--- src/rtl/cisr_row_decoder_v2_if.sv ---
// Bundle of the row decoder's control, row-length handshake and element outputs.
// The master side drives the pass control and the row lengths; the decoder is the slave.
interface cisr_row_decoder_v2_if #(
  parameter int CHAN_NUM = 16,
  parameter int LEN_W    = 32,
  parameter int IDX_W    = 16
);
  logic                      start;
  logic [IDX_W:0]            num_rows;
  logic                      bubble;
  logic [CHAN_NUM*LEN_W-1:0] row_len;
  logic [CHAN_NUM-1:0]       row_len_valid;
  logic [CHAN_NUM-1:0]       row_len_pop;
  logic [CHAN_NUM-1:0]       elem_valid;
  logic [CHAN_NUM*IDX_W-1:0] row_idx_out;
  logic [CHAN_NUM-1:0]       row_last;
  logic [CHAN_NUM-1:0]       row_empty;
  logic                      busy;
  logic                      done;

  modport master (
    output start, num_rows, bubble, row_len, row_len_valid,
    input  row_len_pop, elem_valid, row_idx_out, row_last, row_empty, busy, done
  );

  modport slave (
    input  start, num_rows, bubble, row_len, row_len_valid,
    output row_len_pop, elem_valid, row_idx_out, row_last, row_empty, busy, done
  );
endinterface

--- src/rtl/cisr_row_decoder_v2.sv ---
// CISR row-index decoder: lockstep channels each own one row, emit its index once per
// nonzero, and refill from the row-length buffer in channel-priority order.
module cisr_row_decoder_v2 #(
  parameter int CHAN_NUM = 16,
  parameter int LEN_W    = 32,
  parameter int IDX_W    = 16
) (
  input  logic                  clk,
  input  logic                  rst,
  cisr_row_decoder_v2_if.slave  bus
);
  typedef enum logic [1:0] {IDLE = 2'd0, RUN = 2'd1, DONE = 2'd2} state_t;

  localparam logic [LEN_W-1:0] LEN_ONE = LEN_W'(1);
  localparam logic [IDX_W:0]   ROW_ONE = (IDX_W+1)'(1);

  state_t              state_q, state_d;
  logic [LEN_W-1:0]    cnt_q     [CHAN_NUM];
  logic [LEN_W-1:0]    cnt_d     [CHAN_NUM];
  logic [IDX_W-1:0]    cur_idx_q [CHAN_NUM];
  logic [IDX_W-1:0]    cur_idx_d [CHAN_NUM];
  logic [CHAN_NUM-1:0] empty_pend_q, empty_pend_d;
  logic [IDX_W:0]      next_row_q, next_row_d;
  logic [IDX_W:0]      rows_q, rows_d;

  logic                run;
  logic                fire;
  logic                all_idle;
  logic [CHAN_NUM-1:0] cand;
  logic [CHAN_NUM-1:0] pop;
  logic [IDX_W:0]      rank [CHAN_NUM];
  logic [IDX_W:0]      pop_cnt;
  logic [IDX_W:0]      acc;

  logic [CHAN_NUM-1:0]       elem_valid, row_last, row_empty, row_len_pop;
  logic [CHAN_NUM*IDX_W-1:0] row_idx_out;

  assign run = (state_q == RUN);

  // Candidates are ranked by channel number; only ranks that still map to a row pop.
  always_comb begin
    acc      = '0;
    pop_cnt  = '0;
    all_idle = (empty_pend_q == '0);
    for (int k = 0; k < CHAN_NUM; k++) begin
      cand[k] = run && (cnt_q[k] <= LEN_ONE);
      rank[k] = acc;
      if (cand[k]) acc = acc + ROW_ONE;
      pop[k] = cand[k] && ((next_row_q + rank[k]) < rows_q);
      if (pop[k]) pop_cnt = pop_cnt + ROW_ONE;
      if (cnt_q[k] != '0) all_idle = 1'b0;
    end
    fire = run && !bus.bubble && ((pop & ~bus.row_len_valid) == '0);
  end

  always_comb begin
    elem_valid  = '0;
    row_last    = '0;
    row_empty   = '0;
    row_idx_out = '0;
    for (int k = 0; k < CHAN_NUM; k++) begin
      elem_valid[k] = fire && (cnt_q[k] != '0);
      row_last[k]   = elem_valid[k] && (cnt_q[k] == LEN_ONE);
      row_empty[k]  = fire && empty_pend_q[k];
      row_idx_out[k*IDX_W +: IDX_W] = cur_idx_q[k];
    end
    row_len_pop = fire ? pop : '0;
  end

  assign bus.elem_valid  = elem_valid;
  assign bus.row_last    = row_last;
  assign bus.row_empty   = row_empty;
  assign bus.row_len_pop = row_len_pop;
  assign bus.row_idx_out = row_idx_out;
  assign bus.busy        = (state_q == RUN);
  assign bus.done        = (state_q == DONE);

  always_comb begin
    logic [IDX_W:0]   idx_sum;
    logic [LEN_W-1:0] len_k;
    state_d      = state_q;
    rows_d       = rows_q;
    next_row_d   = next_row_q;
    cnt_d        = cnt_q;
    cur_idx_d    = cur_idx_q;
    empty_pend_d = empty_pend_q;
    idx_sum      = '0;
    len_k        = '0;
    case (state_q)
      IDLE: begin
        if (bus.start) begin
          state_d      = RUN;
          rows_d       = bus.num_rows;
          next_row_d   = '0;
          empty_pend_d = '0;
          for (int k = 0; k < CHAN_NUM; k++) cnt_d[k] = '0;
        end
      end
      RUN: begin
        if ((next_row_q == rows_q) && all_idle) state_d = DONE;
        // A zero-length row leaves cnt at 0, so the channel is a candidate again next fire.
        if (fire) begin
          next_row_d = next_row_q + pop_cnt;
          for (int k = 0; k < CHAN_NUM; k++) begin
            len_k   = bus.row_len[k*LEN_W +: LEN_W];
            idx_sum = next_row_q + rank[k];
            if (pop[k]) begin
              cnt_d[k]        = len_k;
              cur_idx_d[k]    = idx_sum[IDX_W-1:0];
              empty_pend_d[k] = (len_k == '0);
            end else if (cnt_q[k] != '0) begin
              cnt_d[k]        = cnt_q[k] - LEN_ONE;
              empty_pend_d[k] = 1'b0;
            end else begin
              empty_pend_d[k] = 1'b0;
            end
          end
        end
      end
      DONE:    state_d = IDLE;
      default: state_d = IDLE;
    endcase
  end

  always_ff @(posedge clk or posedge rst) begin
    if (rst) begin
      state_q      <= IDLE;
      empty_pend_q <= '0;
      next_row_q   <= '0;
      rows_q       <= '0;
      for (int k = 0; k < CHAN_NUM; k++) begin
        cnt_q[k]     <= '0;
        cur_idx_q[k] <= '0;
      end
    end else begin
      state_q      <= state_d;
      empty_pend_q <= empty_pend_d;
      next_row_q   <= next_row_d;
      rows_q       <= rows_d;
      for (int k = 0; k < CHAN_NUM; k++) begin
        cnt_q[k]     <= cnt_d[k];
        cur_idx_q[k] <= cur_idx_d[k];
      end
    end
  end
endmodule

--- src/flat_wrapper.sv ---
// flat-port wrapper written by rule: the top's interface ports become plain ports
module cisr_row_decoder_v2_flat 
#(
  parameter int CHAN_NUM = 16,
  parameter int LEN_W    = 32,
  parameter int IDX_W    = 16
)
  (clk, rst, bus_start, bus_num_rows, bus_bubble, bus_row_len, bus_row_len_valid, bus_row_len_pop, bus_elem_valid, bus_row_idx_out, bus_row_last, bus_row_empty, bus_busy, bus_done);
  cisr_row_decoder_v2_if #(.CHAN_NUM(CHAN_NUM), .LEN_W(LEN_W), .IDX_W(IDX_W)) bus_i ();
  input  logic clk;
  input  logic rst;
  input wire logic [$bits(bus_i.start)-1:0] bus_start;
  input wire logic [$bits(bus_i.num_rows)-1:0] bus_num_rows;
  input wire logic [$bits(bus_i.bubble)-1:0] bus_bubble;
  input wire logic [$bits(bus_i.row_len)-1:0] bus_row_len;
  input wire logic [$bits(bus_i.row_len_valid)-1:0] bus_row_len_valid;
  output wire logic [$bits(bus_i.row_len_pop)-1:0] bus_row_len_pop;
  output wire logic [$bits(bus_i.elem_valid)-1:0] bus_elem_valid;
  output wire logic [$bits(bus_i.row_idx_out)-1:0] bus_row_idx_out;
  output wire logic [$bits(bus_i.row_last)-1:0] bus_row_last;
  output wire logic [$bits(bus_i.row_empty)-1:0] bus_row_empty;
  output wire logic [$bits(bus_i.busy)-1:0] bus_busy;
  output wire logic [$bits(bus_i.done)-1:0] bus_done;
  assign bus_i.start = bus_start;
  assign bus_i.num_rows = bus_num_rows;
  assign bus_i.bubble = bus_bubble;
  assign bus_i.row_len = bus_row_len;
  assign bus_i.row_len_valid = bus_row_len_valid;
  assign bus_row_len_pop = bus_i.row_len_pop;
  assign bus_elem_valid = bus_i.elem_valid;
  assign bus_row_idx_out = bus_i.row_idx_out;
  assign bus_row_last = bus_i.row_last;
  assign bus_row_empty = bus_i.row_empty;
  assign bus_busy = bus_i.busy;
  assign bus_done = bus_i.done;
  cisr_row_decoder_v2 #(.CHAN_NUM(CHAN_NUM), .LEN_W(LEN_W), .IDX_W(IDX_W)) u_core (.clk(clk), .rst(rst), .bus(bus_i));
endmodule
--- config.mk ---
export PLATFORM = sky130hd
export DESIGN_NAME = cisr_row_decoder_v2_flat
export DESIGN_NICKNAME = d
export VERILOG_FILES = /design/src/rtl/cisr_row_decoder_v2_if.sv /design/src/rtl/cisr_row_decoder_v2.sv /design/src/flat_wrapper.sv
export SDC_FILE = /design/constraint.sdc
export NUM_CORES = 2
export LEC_CHECK = 0
export BUFFER_PORTS_ARGS = -buffer_cell sky130_fd_sc_hd__buf_2
export CAP_MARGIN = 20
export CORE_ASPECT_RATIO = 1.25
export CORE_UTILIZATION = 35
export CTS_CLUSTER_SIZE = 20
export DETAILED_ROUTE_END_ITERATION = 10
export PLACE_DENSITY = 0.5
export SYNTH_ARGS = -nofsm -noshare
export SYNTH_HDL_FRONTEND = slang
export SYNTH_SLANG_ARGS = --single-unit
--- constraint.sdc ---
create_clock -name clk -period 27.6 [get_ports clk]
set_input_delay 0 -clock clk [delete_from_list [all_inputs] [get_ports clk]]
set_output_delay 0 -clock clk [all_outputs]
set_load 0.005 [all_outputs]
# Word level (Yosys, flattened, before mapping)
# Cells that the tools add are included.
# totals
register_bits,820
in_bits,549
output_inout_bits,322
# op_classes
add_sub_neg,61
n_lt_le_gt_ge,32
eq_ne,38
muxes,108
bitwise,2
reduce_logical,155
# op_table
op,n
two-way mux 32 bit,32
two-way mux 512 bit,2
case mux 512 bit (2 select lines),1
two-way mux 17 bit,31
equality test 32 x 1 -> 1 bit (second input constant),16
<= comparator 32 x 1 -> 1 bit (second input constant),16
logical NOT 32 bit,16
nonzero test 32 bit,16
subtractor 32 x 1 -> 32 bit (second input constant),16
adder 17 x 1 -> 17 bit (second input constant),27
< comparator 17 bit,16
adder 17 bit,15
logical AND 1 bit,83
AND reduction 4 bit,16
AND reduction 3 bit,17
two-way mux 16 bit,3
!= test 3 bit (second input constant),16
two-way mux 1 bit,34
case mux 17 bit (2 select lines),1
logical NOT 16 bit,2
case mux 16 bit (2 select lines),1
adder 17 x 1 -> 17 bit,1
equality test 17 bit,1
bitwise AND 16 bit,1
11 further kinds,16

# Depth between registers and ports, before layout
# depth
word_depth,39
ltp_mapped,93

# Worst setup path after synthesis
# No wires, ideal clock.
# synth_path
path_type,register to register
from,register u_core.cnt_q[484] (netlist bit)
to,register u_core.next_row_q[16]
t_arrival_ns,16.696
required_time_ns,27.481
setup_slack_ns,10.784
path_stages_with_launch,92
period_less_slack_ns,16.816
path_cell_list,dfrtp_1 or3_1 nor4_1 nand2_1 or2_2 nor3_1 a31oi_1 nor3_1 inv_1 ha_1 xnor2_2 ha_1 nand2_1 o21ai_0 ha_1 mux2i_1 inv_1 ha_1 [... 56 more ...] a21oi_1 nor2_1 nor2_1 o21bai_1 a21oi_1 o21bai_1 a21oi_1 o21bai_1 a21oi_1 o21bai_1 a21oi_1 o21bai_1 a21oi_1 nor2b_1 o21ai_0 a21oi_1 xnor2_1 nor2_1
# synth_via
elab_chain_len,39
word_cells_on_any_way,116
# synth_rtl
item,line_no,text
from (decl),cisr_row_decoder_v2.sv:18,logic [LEN_W-1:0] cnt_q [CHAN_NUM];
"from (signal, indexed assignment)",cisr_row_decoder_v2.sv:141,cnt_q[k] <= cnt_d[k];
<= comparator 32 x 1 -> 1 bit *,cisr_row_decoder_v2.sv:46,cand[k] = run && (cnt_q[k] <= LEN_ONE);
logical AND 1 bit *,cisr_row_decoder_v2.sv:46,
"parallel branches: the longest is 37 deep, another holds adder 17 x 1 -> 17 bit",--,
to (signal assigned),cisr_row_decoder_v2.sv:138,next_row_q <= next_row_d;
to (decl),cisr_row_decoder_v2.sv:23,"logic [IDX_W:0] next_row_q, next_row_d;"
# Every way passes the cells marked *. The select of a mux whose other input is x is not followed.
# A chain may end at the register's enable or synchronous reset.

# Final worst setup path
# Ends and elaborated chain as after synthesis.

==> flow_metrics.tcl <==
set metrics [dict create \
    routed_wl_met3_mm 26.0 \
    total_neg_setup_slack_ns 0 \
    numPlacedInstances 10600 \
    p_sw_frac 0.396 \
    max_cap_viol 0 \
    numPortBuffers 870 \
    clock_path_buffers 3 \
    share_comb_of_total_power 0.369 \
    r2r_start "u_core.cnt_q[484]$_DFFE_PP0P_" \
    gr-usage-all-layers 0.316 \
    critPathMaxFanout 48 \
    async_flop_share 1.00 \
    dr_total_vias 65800 \
    clock_skew_ns 0.0331 \
    final_number_of_setup_violating_endpoints 0 \
    finish.cell_count_without_fillers 11300 \
    grt_pass1_wl_mm 421 \
    peakVddDrop_mv 0.0465 \
    nNetsFinal 9918 \
    outcome "finished clean" \
    finalHoldWorstSlack_ns 0.0583 \
    area_growth_syn_to_layout_pct 26.9 \
    finalWirelength_mm 290 \
    antenna_violating_nets_post_route 0 \
    cts_made_buffers 101 \
    timing.critical_path.to "u_core.next_row_q[16]$_DFFE_PP0P_" \
    cp_slowest_stage_delay_ns 0.83 \
    worst-endpoint-required_ns 28.19 \
    p_switching_mw 1.98 \
    ys_seq_elements 820 \
    timing.final.crit_period_ns 20.60 \
    route.top_layer_used "met5" \
    timing_max_transition_violations_final 0 \
    clock_insertion_delay_worst_skew_ns 0.74 \
    detailedPlacementHpwl_mm 212 \
    startpoint_type "register" \
    reg2regPathDepth 92 \
    routed_via_density 5.81 \
    tritoncts_clock_tree "yes" \
    maxClockFrequency_ghz 0.0486 \
    postSynth.topFlopCell "dfrtp_1" \
    synth_enable_flop_cells 0 \
    globalRouteOverflowTotal 0 \
    die-height_um 471 \
    final_layout_size_suffix_gt1_frac 0.168 \
    synth_compound_area_frac 0.212 \
    min_period_over_period 0.746 \
    worst_path_arrival_ns 21.18 \
    min-delay-path-class "primary input to register" \
    first_global_vias 63600 \
    dominant_combinational_cell_family_by_area_after_synthesis "simple AND/OR/NAND/NOR gates" \
    synth_sequential_area_ratio 0.333 \
    htree_num_levels 3 \
    cts.hold.buffers_added 548 \
    met2_wirelength_mm 127 \
    relSlewSlack 0.222 \
    floorplan.die.width_um 377 \
    final-hold-violation-count 0 \
    p_seq_frac 0.331 \
    synth.distinct_cells 112 \
    power.density_cell_area_nw_per_um2 63.8 \
    synth-adder-area-share 0.0974 \
    drt_first_iter_violations 5738 \
    cts.clk_slew.worst_paths_ns 0.06 \
    critPathCaptureType "register" \
    grt_setup_unrepaired "false" \
    detailedRoute.firstPassIterationCount 8 \
    leakagePower_nw 35.6 \
    worst-setup-path-type "register to register" \
    dp_slack_ns 7.28 \
    critical_path.slowest_cell "nor3_1" \
    worst_slew_pin_slew_ns 1.16 \
    tritoncts_num_sinks 820 \
    i_o_pin_count 871 \
    layout_setup_ws_ns 7.00 \
    cts_repair_resize_count 0 \
    core_region_area_um2 174000 \
    synth-simple-area-share 0.227 \
    cts_setup_buffers 0 \
    synth_warnings 0 \
    wl_per_cell_um 25.6 \
    clkPwrFrac 0.300 \
    synth_area_um2 61700 \
    place.gp.congestion 0.937 \
    cts_root_buf "clkbuf_16" \
    multiplexer_share_of_the_synthesized_area 0.0390 \
    ff2ff_setup_slack_ns 7.00 \
    design_power_total_mw 4.99 \
    grt_start_max_net_pins 126 \
    internal-power_mw 3.02 \
    setup.worst_path.start "u_core.cnt_q[484]$_DFFE_PP0P_" \
    design.die.area_um2 178000 \
    synth_xor_area_frac 0.0516 \
    met1Wirelength_mm 124 \
    drcViolationCount 0 \
    antenna_found_initial 25 \
    crit-reg2reg-capture "u_core.next_row_q[16]$_DFFE_PP0P_" \
    initial_cell_density_of_the_core 0.354 \
    timing.critical_path.mode_cell "ha_1" \
    synth.avg_cell_area_um2 8.15 \
    core.rowCount 171 \
    syn-instance-count 7573 \
]
-- flip-flops by register name, summed over array words and instances (netlist names) --
register	cells
u_core.bus.row_idx_out	256
u_core.state_q	2
u_core.rows_q	17
u_core.next_row_q	17
u_core.cnt_q	512
u_core.empty_pend_q	16
-- how the worst min path moves through the flow --
stage / from / endpoint / slack, ns / depth (start not counted)
after floorplan: bus_num_rows[0] / u_core.rows_q[0]$_DFFE_PP0P_ / 0.11 / 2
after global placement: rst / u_core.cnt_q[184]$_DFFE_PP0P_ / 0.15 / 2
after detailed placement: rst / u_core.cnt_q[184]$_DFFE_PP0P_ / 0.16 / 2
after CTS: bus_row_len[144] / u_core.cnt_q[368]$_DFFE_PP0P_ / 0.002 / 4
after global routing: bus_row_len[282] / u_core.cnt_q[250]$_DFFE_PP0P_ / 0.07 / 4
final: bus_row_len[242] / u_core.cnt_q[274]$_DFFE_PP0P_ / 0.06 / 4
-- critical path: cells and delay by family (launching register included) --
family | cells | cell delay (ns)
adder cells (fa/ha/maj) | 17 | 5.51
XOR/XNOR | 3 | 0.57
AND/OR/NAND/NOR | 26 | 4.97
buffers and inverters | 8 | 1.50
AO/OA/AOI/OAI | 33 | 5.49
flip-flops | 1 | 0.44
multiplexers | 5 | 1.95
-- logic make-up (layout without fill, tap and decap cells) --
kind of cell | count (synthesis) | in the layout
other | 1 | 69
XOR/XNOR | 329 | 329
AND/OR/NAND/NOR | 2855 | 2855
flip-flops | 820 | 820
buffers and inverters | 667 | 2020
AO/OA/AOI/OAI | 2213 | 2213
adder cells (fa/ha/maj) | 472 | 472
multiplexers | 216 | 216
-- power by group through the flow --
stage               clock (mW)  sequential (mW)  combinational, mW
floorplan                    0             1.59               1.15
global placement             0             1.66               1.70
detailed placement           0             1.66               1.74
CTS                       1.53             1.64               1.81
global route              1.57             1.68               2.04
finish                    1.50             1.65               1.84
-- cells in the mapped netlist, types with 44 or more instances --
| cell | instances | area, um2 |
|---|---|---|
| a21o_1 | 108 | 811 |
| a21oi_1 | 585 | 2930 |
| a22oi_1 | 113 | 848 |
| a31oi_1 | 93 | 582 |
| and2_1 | 72 | 450 |
| and3_1 | 68 | 425 |
| clkbuf_1 | 347 | 1300 |
| dfrtp_1 | 820 | 20500 |
| ha_1 | 458 | 5730 |
| inv_1 | 271 | 1020 |
| mux2_2 | 193 | 2170 |
| nand2_1 | 596 | 2240 |
| nand2b_1 | 49 | 307 |
| nand3_1 | 159 | 796 |
| nand4_1 | 109 | 682 |
| nor2_1 | 841 | 3160 |
| nor3_1 | 371 | 1860 |
| nor4_1 | 284 | 1780 |
| o21ai_0 | 930 | 4650 |
| o31ai_1 | 44 | 330 |
| or3_1 | 84 | 526 |
| or4_1 | 45 | 338 |
| xnor2_1 | 181 | 1590 |
| xor2_1 | 123 | 1080 |
-- layout by cell type, fill, tap and decap left out, types with 283 or more instances in the layout --
cell,netlist,final
ha_1,458,458
nor3_1,371,369
dlygate4sd3_1,0,548
nand2_1,596,595
nor2_1,841,827
buf_2,6,870
nor4_1,284,283
a21oi_1,585,583
o21ai_0,930,926
dfrtp_1,820,805
-- layout make-up --
class                      count  area (um2)
antenna                       14        35.0
clock buffer                 141        2980
clock inverter                45         668
fill                       17300       96100
inverter                     275        1040
multi-input combinational   6140       39000
sequential                   820       20500
tap                         2335        2920
timing repair buffer        1559       11000
-- routing by layer --
metal	GRT usage	vias up
li1	-	30300
met1	0.417	32100
met2	0.489	2836
met3	0.0793	581
met4	0.131	6
met5	0	-
-- stage by stage --
stage / area, um2 / util
2_1_floorplan: 61900 / -
3_3_place_gp: 68900 / 0.395
3_5_place_dp: 68900 / 0.395
4_1_cts: 78100 / 0.448
5_1_grt: 78300 / 0.449
6_report: 78300 / 0.449
Note: power is estimated with default switching activity, not from simulation.
